File: src/rtl/norm_collector.sv
// norm_collector: receive side of the normalizer output stream.
// Two lanes (one per core) arrive per beat, element 0 first, COL beats per
// vector. Each value is saturated to W_OUT, assembled into a COL-wide vector,
// and pushed into a 2-entry valid/ready output buffer.
// Ports:
//   clk, reset               clock, synchronous active-high reset
//   norm_valid               beat valid (no backpressure)
//   psum_norm_1/2 [W_IN]     core-1 / core-2 element for this beat
//   flush                    drop the partially assembled vector
//   m_valid, m_ready         output handshake (head of buffer)
//   m_data_1/2 [COL*W_OUT]   assembled vectors, lane k at [k*W_OUT +: W_OUT]
//   vec_count [16]           accepted pushes, wrapping
//   overflow                 sticky: a completed vector was dropped

// Unsigned saturation from W_IN down to W_OUT bits (W_IN > W_OUT).
module norm_sat #(
  parameter int W_IN  = 16,
  parameter int W_OUT = 8
) (
  input  logic [W_IN-1:0]  in_val,
  output logic [W_OUT-1:0] out_val
);
  assign out_val = (|in_val[W_IN-1:W_OUT]) ? '1 : in_val[W_OUT-1:0];
endmodule

module norm_collector #(
  parameter int COL   = 8,
  parameter int W_IN  = 16,
  parameter int W_OUT = 8
) (
  input  logic                 clk,
  input  logic                 reset,
  input  logic                 norm_valid,
  input  logic [W_IN-1:0]      psum_norm_1,
  input  logic [W_IN-1:0]      psum_norm_2,
  input  logic                 flush,
  output logic                 m_valid,
  input  logic                 m_ready,
  output logic [COL*W_OUT-1:0] m_data_1,
  output logic [COL*W_OUT-1:0] m_data_2,
  output logic [15:0]          vec_count,
  output logic                 overflow
);
  localparam int IDX_W = (COL > 1) ? $clog2(COL) : 1;
  localparam logic [IDX_W-1:0] LAST_IDX = IDX_W'(COL-1);

  typedef struct packed {
    logic [COL-1:0][W_OUT-1:0] d1;
    logic [COL-1:0][W_OUT-1:0] d2;
  } vec_t;

  // ---- per-core saturation ----
  logic [1:0][W_IN-1:0]  beat_in;
  logic [1:0][W_OUT-1:0] beat_sat;
  assign beat_in = {psum_norm_2, psum_norm_1};

  genvar c;
  generate
    for (c = 0; c < 2; c++) begin : g_sat
      norm_sat #(.W_IN(W_IN), .W_OUT(W_OUT)) u_sat (
        .in_val (beat_in[c]),
        .out_val(beat_sat[c])
      );
    end
  endgenerate

  // ---- assembly ----
  logic [IDX_W-1:0] idx;
  vec_t             asm_q;
  vec_t             push_vec;
  logic             complete;

  assign complete = norm_valid & ~flush & (idx == LAST_IDX);

  // The final beat bypasses the assembly register straight into the push.
  always_comb begin
    push_vec = asm_q;
    push_vec.d1[COL-1] = beat_sat[0];
    push_vec.d2[COL-1] = beat_sat[1];
  end

  // Stale lanes after a flush need no clearing: every lane is rewritten
  // before the next completion.
  always_ff @(posedge clk) begin
    if (reset) begin
      idx   <= '0;
      asm_q <= '0;
    end else if (flush) begin
      idx <= '0;
    end else if (norm_valid) begin
      asm_q.d1[idx] <= beat_sat[0];
      asm_q.d2[idx] <= beat_sat[1];
      idx <= (idx == LAST_IDX) ? '0 : idx + 1'b1;
    end
  end

  // ---- 2-entry output buffer ----
  vec_t       mem [2];
  logic       wr_ptr, rd_ptr;
  logic [1:0] count;
  logic       pop, push, drop, full;

  // Outputs depend on registers only; m_ready affects only the next state.
  assign m_valid  = (count != 2'd0);
  assign m_data_1 = mem[rd_ptr].d1;
  assign m_data_2 = mem[rd_ptr].d2;

  assign full = (count == 2'd2);
  assign pop  = m_valid & m_ready;
  assign push = complete & (~full | pop);
  assign drop = complete & full & ~pop;

  // When full and popping, wr_ptr == rd_ptr: the new entry lands in the slot
  // being vacated, which becomes the tail once rd_ptr advances.
  always_ff @(posedge clk) begin
    if (reset) begin
      for (int i = 0; i < 2; i++) mem[i] <= '0;
      wr_ptr    <= 1'b0;
      rd_ptr    <= 1'b0;
      count     <= 2'd0;
      vec_count <= 16'd0;
      overflow  <= 1'b0;
    end else begin
      if (push) begin
        mem[wr_ptr] <= push_vec;
        wr_ptr      <= ~wr_ptr;
        vec_count   <= vec_count + 16'd1;
      end
      if (pop) rd_ptr <= ~rd_ptr;
      case ({push, pop})
        2'b10:   count <= count + 2'd1;
        2'b01:   count <= count - 2'd1;
        default: count <= count;
      endcase
      if (drop) overflow <= 1'b1;
    end
  end
endmodule

File: config.mk
export PLATFORM = sky130hd
export DESIGN_NAME = norm_collector
export DESIGN_NICKNAME = d
export VERILOG_FILES = /design/src/rtl/norm_collector.sv
export SDC_FILE = /design/constraint.sdc
export NUM_CORES = 1
export LEC_CHECK = 0
export BUFFER_PORTS_ARGS = -buffer_cell sky130_fd_sc_hd__buf_2
export CELL_PAD_IN_SITES_DETAIL_PLACEMENT = 1
export CELL_PAD_IN_SITES_GLOBAL_PLACEMENT = 1
export CORE_ASPECT_RATIO = 0.75
export CORE_MARGIN = 2
export CORE_UTILIZATION = 45
export CTS_CLUSTER_DIAMETER = 100
export DETAILED_ROUTE_END_ITERATION = 7
export PLACE_DENSITY = 0.84
export SYNTH_ARGS = -nofsm -noshare
export SYNTH_HDL_FRONTEND = slang
export SYNTH_SLANG_ARGS = --single-unit
File: constraint.sdc
create_clock -name clk -period 12.2 [get_ports clk]
set_input_delay 2.44 -clock clk [delete_from_list [all_inputs] [get_ports clk]]
set_output_delay 2.44 -clock clk [all_outputs]
set_load 0.01 [all_outputs]
; ---- After elaboration in Yosys (flattened, before gate mapping)
; Memories as Yosys holds them, arrays and structs flattened. A register that Yosys moved wholly into a read port is not among the register bits.
; Cells that the tools add are included.
[word_totals]
input_bits = 37
word_cells = 71
romBits = 0
n_memories = 1
latchBits = 0
regBits = 152
ramBits = 256
output_inout_bits = 146
[memory_table]
columns = memory, words, word_bits, rd, rd_clocked_by_memory_dff, write_ports, line_no
row1 = mem, 2, 128, 1, 1, 2, 98  ; vec_t mem [2];
[op_classes]
n_shift = 0
bitwise_logic = 12
n_addsub = 4
n_eq_ne = 4
mux = 18
multipliers = 0
n_reduce_logical = 8
div = 0
n_lt_le_gt_ge = 2
[op_table]
columns = cell, n
row1 = bitwise mux 64 bit, 2
row2 = 2-to-1 mux 128 bit, 1
row3 = OR reduction 128 bit, 1
row4 = demux 8 bit (select 3 bit), 1
row5 = 2-to-1 mux 8 bit, 3
row6 = adder 16 x 1 -> 16 bit (second input constant), 1
row7 = OR reduction 8 bit, 2
row8 = 2-to-1 mux 1 bit, 9
row9 = AND 1 bit, 6
row10 = NOT 1 bit, 5
row11 = equality test 2 bit (second input constant), 2
row12 = < comparator 3 x 4 -> 1 bit (second input constant), 1
row13 = one-hot mux 2 bit (2 select lines), 1
row14 = nonzero test 2 bit, 2
row15 = adder 3 x 1 -> 3 bit (second input constant), 1
row16 = equality test 3 bit (second input constant), 1
row17 = >= comparator 3 x 1 -> 1 bit (second input constant), 1
row18 = 2-to-1 mux 3 bit, 1
row19 = adder 2 x 1 -> 2 bit (second input constant), 1
row20 = equality test 2 x 1 -> 1 bit (second input constant), 1
row21 = AND reduction 2 bit, 1
row22 = OR reduction 2 bit, 1
row23 = subtractor 2 x 1 -> 2 bit (second input constant), 1
row24 = logical AND 1 bit, 1
row25 = bitwise OR 1 bit, 1

; ---- Logic depth before layout (Yosys ltp)
; Gate-level depths: netlist (run 1).
[depth]
ltp_word = 9
mapped_depth = 9
depth_no_buf = 9

; ---- By module
; A second synthesis (run 1) with hierarchy kept.
[unflattened]
cells_unflattened = 1338
hier_area_um2 = 16294.4
[by_module_without_submodules]
columns = module, instances, area_per_inst_um2, seq_area_each_um2, cells_per_inst
row1 = norm_collector, 1, 16124.2, 10430.0, 1318
row2 = norm_sat, 2, 85.1, 0.0, 10

; ---- Least setup slack after synthesis (run 1)
; No wires, ideal clock.
[synth_timing]
path_type = input-to-reg
start = in flush
end = mem mem[0][0] (netlist name) (enable)
t_required_ns = 11.558
arrival_time_ns = 8.938
slack_ns = 2.621
setup_ns = 0.642
path_buffers = 1
cell_stages = 5
path_cell_list = buf_2 > nand3b_4 > nor2_4 > inv_2 > o21bai_1
[synth_rtl]
columns = element, line_no
row1 = start: declaration, 36  ; input logic flush,
row2 = end: declaration, 98

==> results of run 1 <==
==> cell type report <==
type / instances / area, µm²
Clock inverter: 16 / 161
Clock buffer: 56 / 1170
Timing Repair Buffer: 206 / 1090
Tap cell: 457 / 572
Sequential cell: 393 / 10400
Inverter: 7 / 26.3
Fill cell: 3499 / 16200
Multi-Input combinational cell: 745 / 5140
==> sequential cells by signal (all words and copies together), names as in the netlist, named ones only <==
name       count
mem          256
idx            3
asm_q        112
overflow       1
rd_ptr         1
count          2
vec_count     16
wr_ptr         1
==> synth_stat cells, drive strengths merged (2+ instances only) <==
cell,count
a211oi,112
mux2,129
buf,33
nor4,10
nand2b,3
or2,2
o21ai,6
inv,7
nand2,10
dfxtp,137
a21oi,12
edfxtp,256
nor3,10
ha,4
or3b,2
clkbuf,47
nand4,5
xnor2,8
or3,8
xor2,3
nand3b,2
nand3,4
nor3b,2
nor2,177
and2,226
and3,2
==> power groups by stage <==
stage / combinational [µW] / sequential (µW) / clock [µW]
floorplan: 52.2 / 1490 / 0
global placement: 91.6 / 1480 / 0
detailed placement: 93.9 / 1490 / 0
CTS: 94.3 / 1460 / 1260
global route: 100 / 1460 / 1310
finish: 92.4 / 1460 / 1250
==> logic make-up (layout without fill, tap and decap cells) <==
| logic type | after synthesis | count (layout) | synth area share [%] |
|---|---|---|---|
| flops | 393 | 393 | 65.6 |
| xor+xnor | 11 | 11 | 0.606 |
| simple gates | 467 | 467 | 15.8 |
| compound gates | 133 | 133 | 6.00 |
| fa+ha+maj | 4 | 4 | 0.315 |
| mux | 130 | 130 | 9.20 |
| buf+inv | 87 | 285 | 2.46 |
==> worst max path at each step <==
stage	from	end	slack, ns	cells after the start
2_1_floorplan	flush	mem[0][0]$_SDFFCE_PN0P_	2.62	5
4_1_cts	flop	m_data_2[52]	6.70	3
3_5_place_dp	flush	mem[1][35]$_SDFFCE_PN0P_	6.15	6
3_3_place_gp	flush	mem[1][26]$_SDFFCE_PN0P_	6.27	6
5_1_grt	flush	mem[1][117]$_SDFFCE_PN0P_	6.48	6
6_report	flush	mem[1][41]$_SDFFCE_PN0P_	6.75	6
==> metal layers <==
layer	vias up	wire, µm	share of wire, %	global-route usage [%]
met5	-	0	0	0
met4	0	881	2.2	5.98
met3	58	1490	3.7	2.98
met2	216	19700	49	37.0
met1	5143	18200	45	29.5
li1	4699	-	-	-
==> per-stage QoR <==
stage	utilization (%)	hold slack, ns	std cells
global route	53.5	0.530	1880
CTS	53.5	0.508	1880
floorplan	-	0.469	1225
detailed placement	49.7	0.473	1808
finish	53.5	0.507	1880
global placement	49.7	0.452	1808
==> worst max-delay path, cell delays in order <==
cell                       delay (ns)
sky130_fd_sc_hd__buf_2           0.17
sky130_fd_sc_hd__nand3b_4        0.21
sky130_fd_sc_hd__nor2_4          0.20
sky130_fd_sc_hd__nand3b_1        0.61
sky130_fd_sc_hd__nand2b_4        0.87
sky130_fd_sc_hd__buf_4           1.00
==> impl_metrics.env, run 1 <==
export IMPL_timing_critical_path_required_ns=12.34
export IMPL_final_hold_violation_count=0
export IMPL_syn_nets=1266
export IMPL_cts_resized_gates=0
export IMPL_route_vias_total=10116
export IMPL_synth_top_flop_cell="sky130_fd_sc_hd__edfxtp_1"
export IMPL_synth_warnings=0
export IMPL_dpl_hpwl_um=24400
export IMPL_total_die_area_um2=36900
export IMPL_final_cell_mix="256 x sky130_fd_sc_hd__edfxtp_1, 226 x sky130_fd_sc_hd__and2_1, 181 x sky130_fd_sc_hd__buf_2, 174 x sky130_fd_sc_hd__nor2_1, 136 x sky130_fd_sc_hd__dfxtp_1"
export IMPL_area_growth_pct=17.0
export IMPL_initial_core_util_pct=45.7
export IMPL_holdPathStages=2
export IMPL_cts_hold_buffers_added=0
export IMPL_post_route_cells_drive_above_1_share_pct=29.6
export IMPL_syn_instance_count=1225
export IMPL_floorplan_core_area_um2=34800
export IMPL_drc=0
export IMPL_nets=1434
export IMPL_worst_hold_startpoint="asm_q[87]$_SDFFE_PP0P_"
export IMPL_crit_path_max_fanout=79
export IMPL_worst_setup_hold_path_clk_slew_ns=0.06
export IMPL_cell_accounting_for_the_most_synthesized_area="sky130_fd_sc_hd__edfxtp_1"
export IMPL_worstReg2RegEnd="mem[1][41]$_SDFFCE_PN0P_"
export IMPL_drtIter0Drc=511
export IMPL_yosysUniqueCellTypes=43
export IMPL_initial_antenna_violation_count=0
export IMPL_power_static_leakage_uw=0.00704
export IMPL_htreeDepth=2
export IMPL_r2r_depth=7
export IMPL_clock_tree_root_cell="sky130_fd_sc_hd__clkbuf_16"
export IMPL_seq_power_share_pct=52.1
export IMPL_antenna_cells_inserted=0
export IMPL_syn_avg_cell_area_um2=13.0
export IMPL_timing_reg2reg_setup_slack_ns=7.75
export IMPL_post_synth_instance_area_um2=15900
export IMPL_overflow=0
export IMPL_internal_power_uw=2210
export IMPL_switching_power_uw=585
export IMPL_power_combinational_fraction_pct=3.3
export IMPL_power_total_uw=2800
export IMPL_tritoncts_buffers=40
export IMPL_hold_path_class="flop to flop"
export IMPL_final_max_slew_viol_count=0
export IMPL_period_needed_ns=5.45
export IMPL_timing_max_cap_violations=0
export IMPL_synth_area_leaders="sky130_fd_sc_hd__edfxtp_1 48%, sky130_fd_sc_hd__dfxtp_1 17%, sky130_fd_sc_hd__mux2_2 9.1%"
export IMPL_post_drt_wl_per_cell_um=21.5
export IMPL_clock_sinks=393
export IMPL_start_kind="primary input"
export IMPL_grt_pass1_wl_um=63200
export IMPL_final_setup_skew_ns=0.0215
export IMPL_power_density_nw_per_um2=150
export IMPL_post_synth_edffs=256
export IMPL_seq_area_frac_synth_pct=65.6
export IMPL_hold_end="asm_q[87]$_SDFFE_PP0P_"
export IMPL_drt_vias_per_instance=5.38
export IMPL_die_w_um=221
export IMPL_clock_power_share_pct=44.6
export IMPL_post_synth_top_area_fraction_pct=48.3
export IMPL_tns_ns=0
export IMPL_worst_path_arrival_time_ns=5.59
export IMPL_floorplan_die_height_um=167
export IMPL_setup_repair_after_global_routing_missed_its_margin="false"
export IMPL_cts_setup_buffers=0
export IMPL_irDropWorstVdd_mv=0.0917
export IMPL_max_freq_ghz=0.184
export IMPL_cts_tree="done"
export IMPL_layout_cells_most_common="sky130_fd_sc_hd__edfxtp_1"
export IMPL_post_dp_cell_area_um2=17300
export IMPL_min_period_over_period_pct=44.7
export IMPL_dr_pass1_iters=5
export IMPL_route_final_wire_length_um=40400
export IMPL_port_buffers=182
export IMPL_r2r_start="idx[0]$_SDFFE_PP0P_"
export IMPL_place_worst_setup_slack_ns=6.15
export IMPL_worstSetupEndpointType="flop"
export IMPL_skew_pair_late_insertion_delay_ns=0.54
export IMPL_tightestPinTransition_ns=1.27
export IMPL_final_cell_area_um2=18600
export IMPL_setup_viol=0
export IMPL_grt_util_all_layers_pct=21.8
export IMPL_synth_seq_cells=393
export IMPL_maximum_number_of_pins_on_one_net_before_global_route_repair=80
export IMPL_fp_row_count=59
export IMPL_max_slew_margin_pct=15.2
export IMPL_drt_antenna_violating_nets=0
export IMPL_place_congestion=0.792
export IMPL_synthArstFlopShare_pct=0
export IMPL_clk_path_buf_depth=3
export IMPL_startpoint_to_endpoint_class_of_the_critical_path="primary input to flop"
export IMPL_io_pins=183
export IMPL_layout_setup_ws_ns=6.75
export IMPL_grt_pass1_vias=10838
export IMPL_switching_share_pct=20.9
export IMPL_run_status="completed"
Power figures use the tool's default switching activity.
==> run 2: changes to the inputs <==
==> constraint.sdc (replaced) <==
create_clock -name clk -period 5.6 [get_ports clk]
set_input_delay 1.12 -clock clk [delete_from_list [all_inputs] [get_ports clk]]
set_output_delay 1.12 -clock clk [all_outputs]
set_load 0.01 [all_outputs]
==> run 2 against run 1 <==
Compared with the run above:
- global-route usage is essentially flat
- sequential cell count is the same
- utilization is essentially flat
- clock skew shrank 0.0073 ns
- routed wire length shrank 0.24%
- die area is the same
- sequential share of layout area is essentially flat
- register-to-register slack lost 6.0 ns
- via count grew 0.83%
- first-iteration DRC count grew 54%
- clock power grew 120%
- setup slack lost 5.0 ns
==> impl_metrics.env, run 2 (synthesis results as in run 1) <==
export IMPL_run_status="completed"
export IMPL_layout_cells_most_common="sky130_fd_sc_hd__edfxtp_1"
export IMPL_worst_hold_startpoint="overflow$_SDFFE_PP0P_"
export IMPL_max_slew_margin_pct=14.3
export IMPL_total_die_area_um2=36900
export IMPL_cts_hold_buffers_added=0
export IMPL_hold_end="overflow$_SDFFE_PP0P_"
export IMPL_holdPathStages=2
export IMPL_area_growth_pct=17.0
export IMPL_drtIter0Drc=785
export IMPL_clock_tree_root_cell="sky130_fd_sc_hd__clkbuf_16"
export IMPL_clock_sinks=393
export IMPL_timing_max_cap_violations=0
export IMPL_final_setup_skew_ns=0.0142
export IMPL_setup_repair_after_global_routing_missed_its_margin="false"
export IMPL_max_freq_ghz=0.259
export IMPL_total_of_fill_cells_in_the_finished_design=3530
export IMPL_timing_reg2reg_setup_slack_ns=1.74
export IMPL_start_kind="flop"
export IMPL_power_total_uw=6130
export IMPL_irDropWorstVdd_mv=0.199
export IMPL_maximum_number_of_pins_on_one_net_before_global_route_repair=91
export IMPL_skew_pair_late_insertion_delay_ns=0.54
export IMPL_initial_antenna_violation_count=0
export IMPL_tightestPinTransition_ns=1.28
export IMPL_place_congestion=0.790
export IMPL_min_period_over_period_pct=68.9
export IMPL_final_hold_violation_count=0
export IMPL_power_static_leakage_uw=0.00702
export IMPL_dr_pass1_iters=5
export IMPL_power_density_nw_per_um2=329
export IMPL_htreeDepth=2
export IMPL_dpl_hpwl_um=24100
export IMPL_antenna_cells_inserted=0
export IMPL_die_w_um=221
export IMPL_cts_setup_buffers=0
export IMPL_worst_setup_hold_path_clk_slew_ns=0.06
export IMPL_drt_vias_per_instance=5.44
export IMPL_grt_pass1_vias=10530
export IMPL_hold_path_class="flop to flop"
export IMPL_tns_ns=0
export IMPL_nets=1430
export IMPL_period_needed_ns=3.86
export IMPL_clk_path_buf_depth=3
export IMPL_floorplan_die_height_um=167
export IMPL_crit_path_max_fanout=58
export IMPL_startpoint_to_endpoint_class_of_the_critical_path="flop to flop"
export IMPL_cts_resized_gates=0
export IMPL_post_drt_wl_per_cell_um=21.5
export IMPL_initial_core_util_pct=45.7
export IMPL_worstSetupEndpointType="flop"
export IMPL_r2r_start="idx[0]$_SDFFE_PP0P_"
export IMPL_cts_tree="done"
export IMPL_timing_critical_path_required_ns=5.82
export IMPL_final_max_slew_viol_count=0
export IMPL_route_final_wire_length_um=40300
export IMPL_worstReg2RegEnd="mem[1][99]$_SDFFCE_PN0P_"
export IMPL_tritoncts_buffers=39
export IMPL_drt_antenna_violating_nets=0
export IMPL_port_buffers=182
export IMPL_route_vias_total=10200
export IMPL_grt_util_all_layers_pct=21.8
export IMPL_floorplan_core_area_um2=34800
export IMPL_grt_pass1_wl_um=62600
export IMPL_final_cell_mix="256 x sky130_fd_sc_hd__edfxtp_1, 226 x sky130_fd_sc_hd__and2_1, 181 x sky130_fd_sc_hd__buf_2, 174 x sky130_fd_sc_hd__nor2_1, 136 x sky130_fd_sc_hd__dfxtp_1"
export IMPL_largest_reg_flops=256
export IMPL_biggestRegsByFlops="mem x256, asm_q x112, vec_count x16"
export IMPL_post_route_cells_drive_above_1_share_pct=28.8
export IMPL_worst_path_arrival_time_ns=4.07
export IMPL_fp_row_count=59
export IMPL_setup_viol=0
export IMPL_io_pins=183
export IMPL_r2r_depth=7
export IMPL_largest_register="mem"
export IMPL_overflow=0
export IMPL_drc=0
[run 2: cell types whose count changed in the layout (fill, tap and decap cells not counted), moves of 4 or more]
cell                        before  now
sky130_fd_sc_hd__buf_4          25   19
sky130_fd_sc_hd__clkbuf_1        6   14
sky130_fd_sc_hd__bufinv_16       3    7
sky130_fd_sc_hd__clkinv_2        9    4
sky130_fd_sc_hd__clkbuf_8        9    2
[run 2: worst max-delay path, stage by stage, from the launching register on]
cell and delay (ns):
sky130_fd_sc_hd__dfxtp_1 0.62, sky130_fd_sc_hd__ha_1 0.23, sky130_fd_sc_hd__ha_1 0.24, sky130_fd_sc_hd__nand3b_4 0.13, sky130_fd_sc_hd__nor2_4 0.22, sky130_fd_sc_hd__nand3b_1 0.60
sky130_fd_sc_hd__nand2b_4 0.97, sky130_fd_sc_hd__buf_4 0.44
[run 2: worst max path at each step]
stage,from,to
2_1_floorplan,flush,mem[0][0]$_SDFFCE_PN0P_
3_3_place_gp,flush,mem[1][100]$_SDFFCE_PN0P_
3_5_place_dp,flush,mem[1][101]$_SDFFCE_PN0P_
4_1_cts,idx[0]$_SDFFE_PP0P_,mem[1][99]$_SDFFCE_PN0P_
5_1_grt,idx[0]$_SDFFE_PP0P_,mem[1][125]$_SDFFCE_PN0P_
6_report,idx[0]$_SDFFE_PP0P_,mem[1][99]$_SDFFCE_PN0P_
[run 2: layer usage]
metal	up-vias	GRT usage [%]	wire, µm
met5	-	0	0
met4	0	5.49	713
met3	54	3.03	1970
met2	261	36.1	19500
met1	5179	30.4	18100
li1	4706	-	-
[run 2: cell type report]
cell class	count	area (µm²)	share of cell area [%]
clock buffer	55	1060	5.68
multi-input combinational	745	5140	27.7
timing repair buffer	203	1110	5.96
inverter	7	26.3	0.141
clock inverter	16	264	1.42
sequential	393	10400	56.1
tap	457	572	3.07
[run 2: where the power goes]
part / leakage (µW) / switching (µW) / internal [µW]
sequential: 0.00374 / 25.6 / 3150
clock: 0.000643 / 1100 / 1650
combinational: 0.00264 / 132 / 71.0
total: 0.00702 / 1260 / 4870
[run 2: metrics by stage]
stage	hold slack, ns	utilization, %	instances	area (µm²)	setup WS [ns]
after detailed placement	0.477	49.7	1805	17300	1.46
final	0.490	53.5	1876	18600	1.74
after CTS	0.494	53.5	1876	18600	1.69
after global placement	0.467	49.7	1805	17300	1.58
after floorplan	0.469	-	1225	15900	0.0834
after global routing	0.512	53.5	1876	18600	1.46
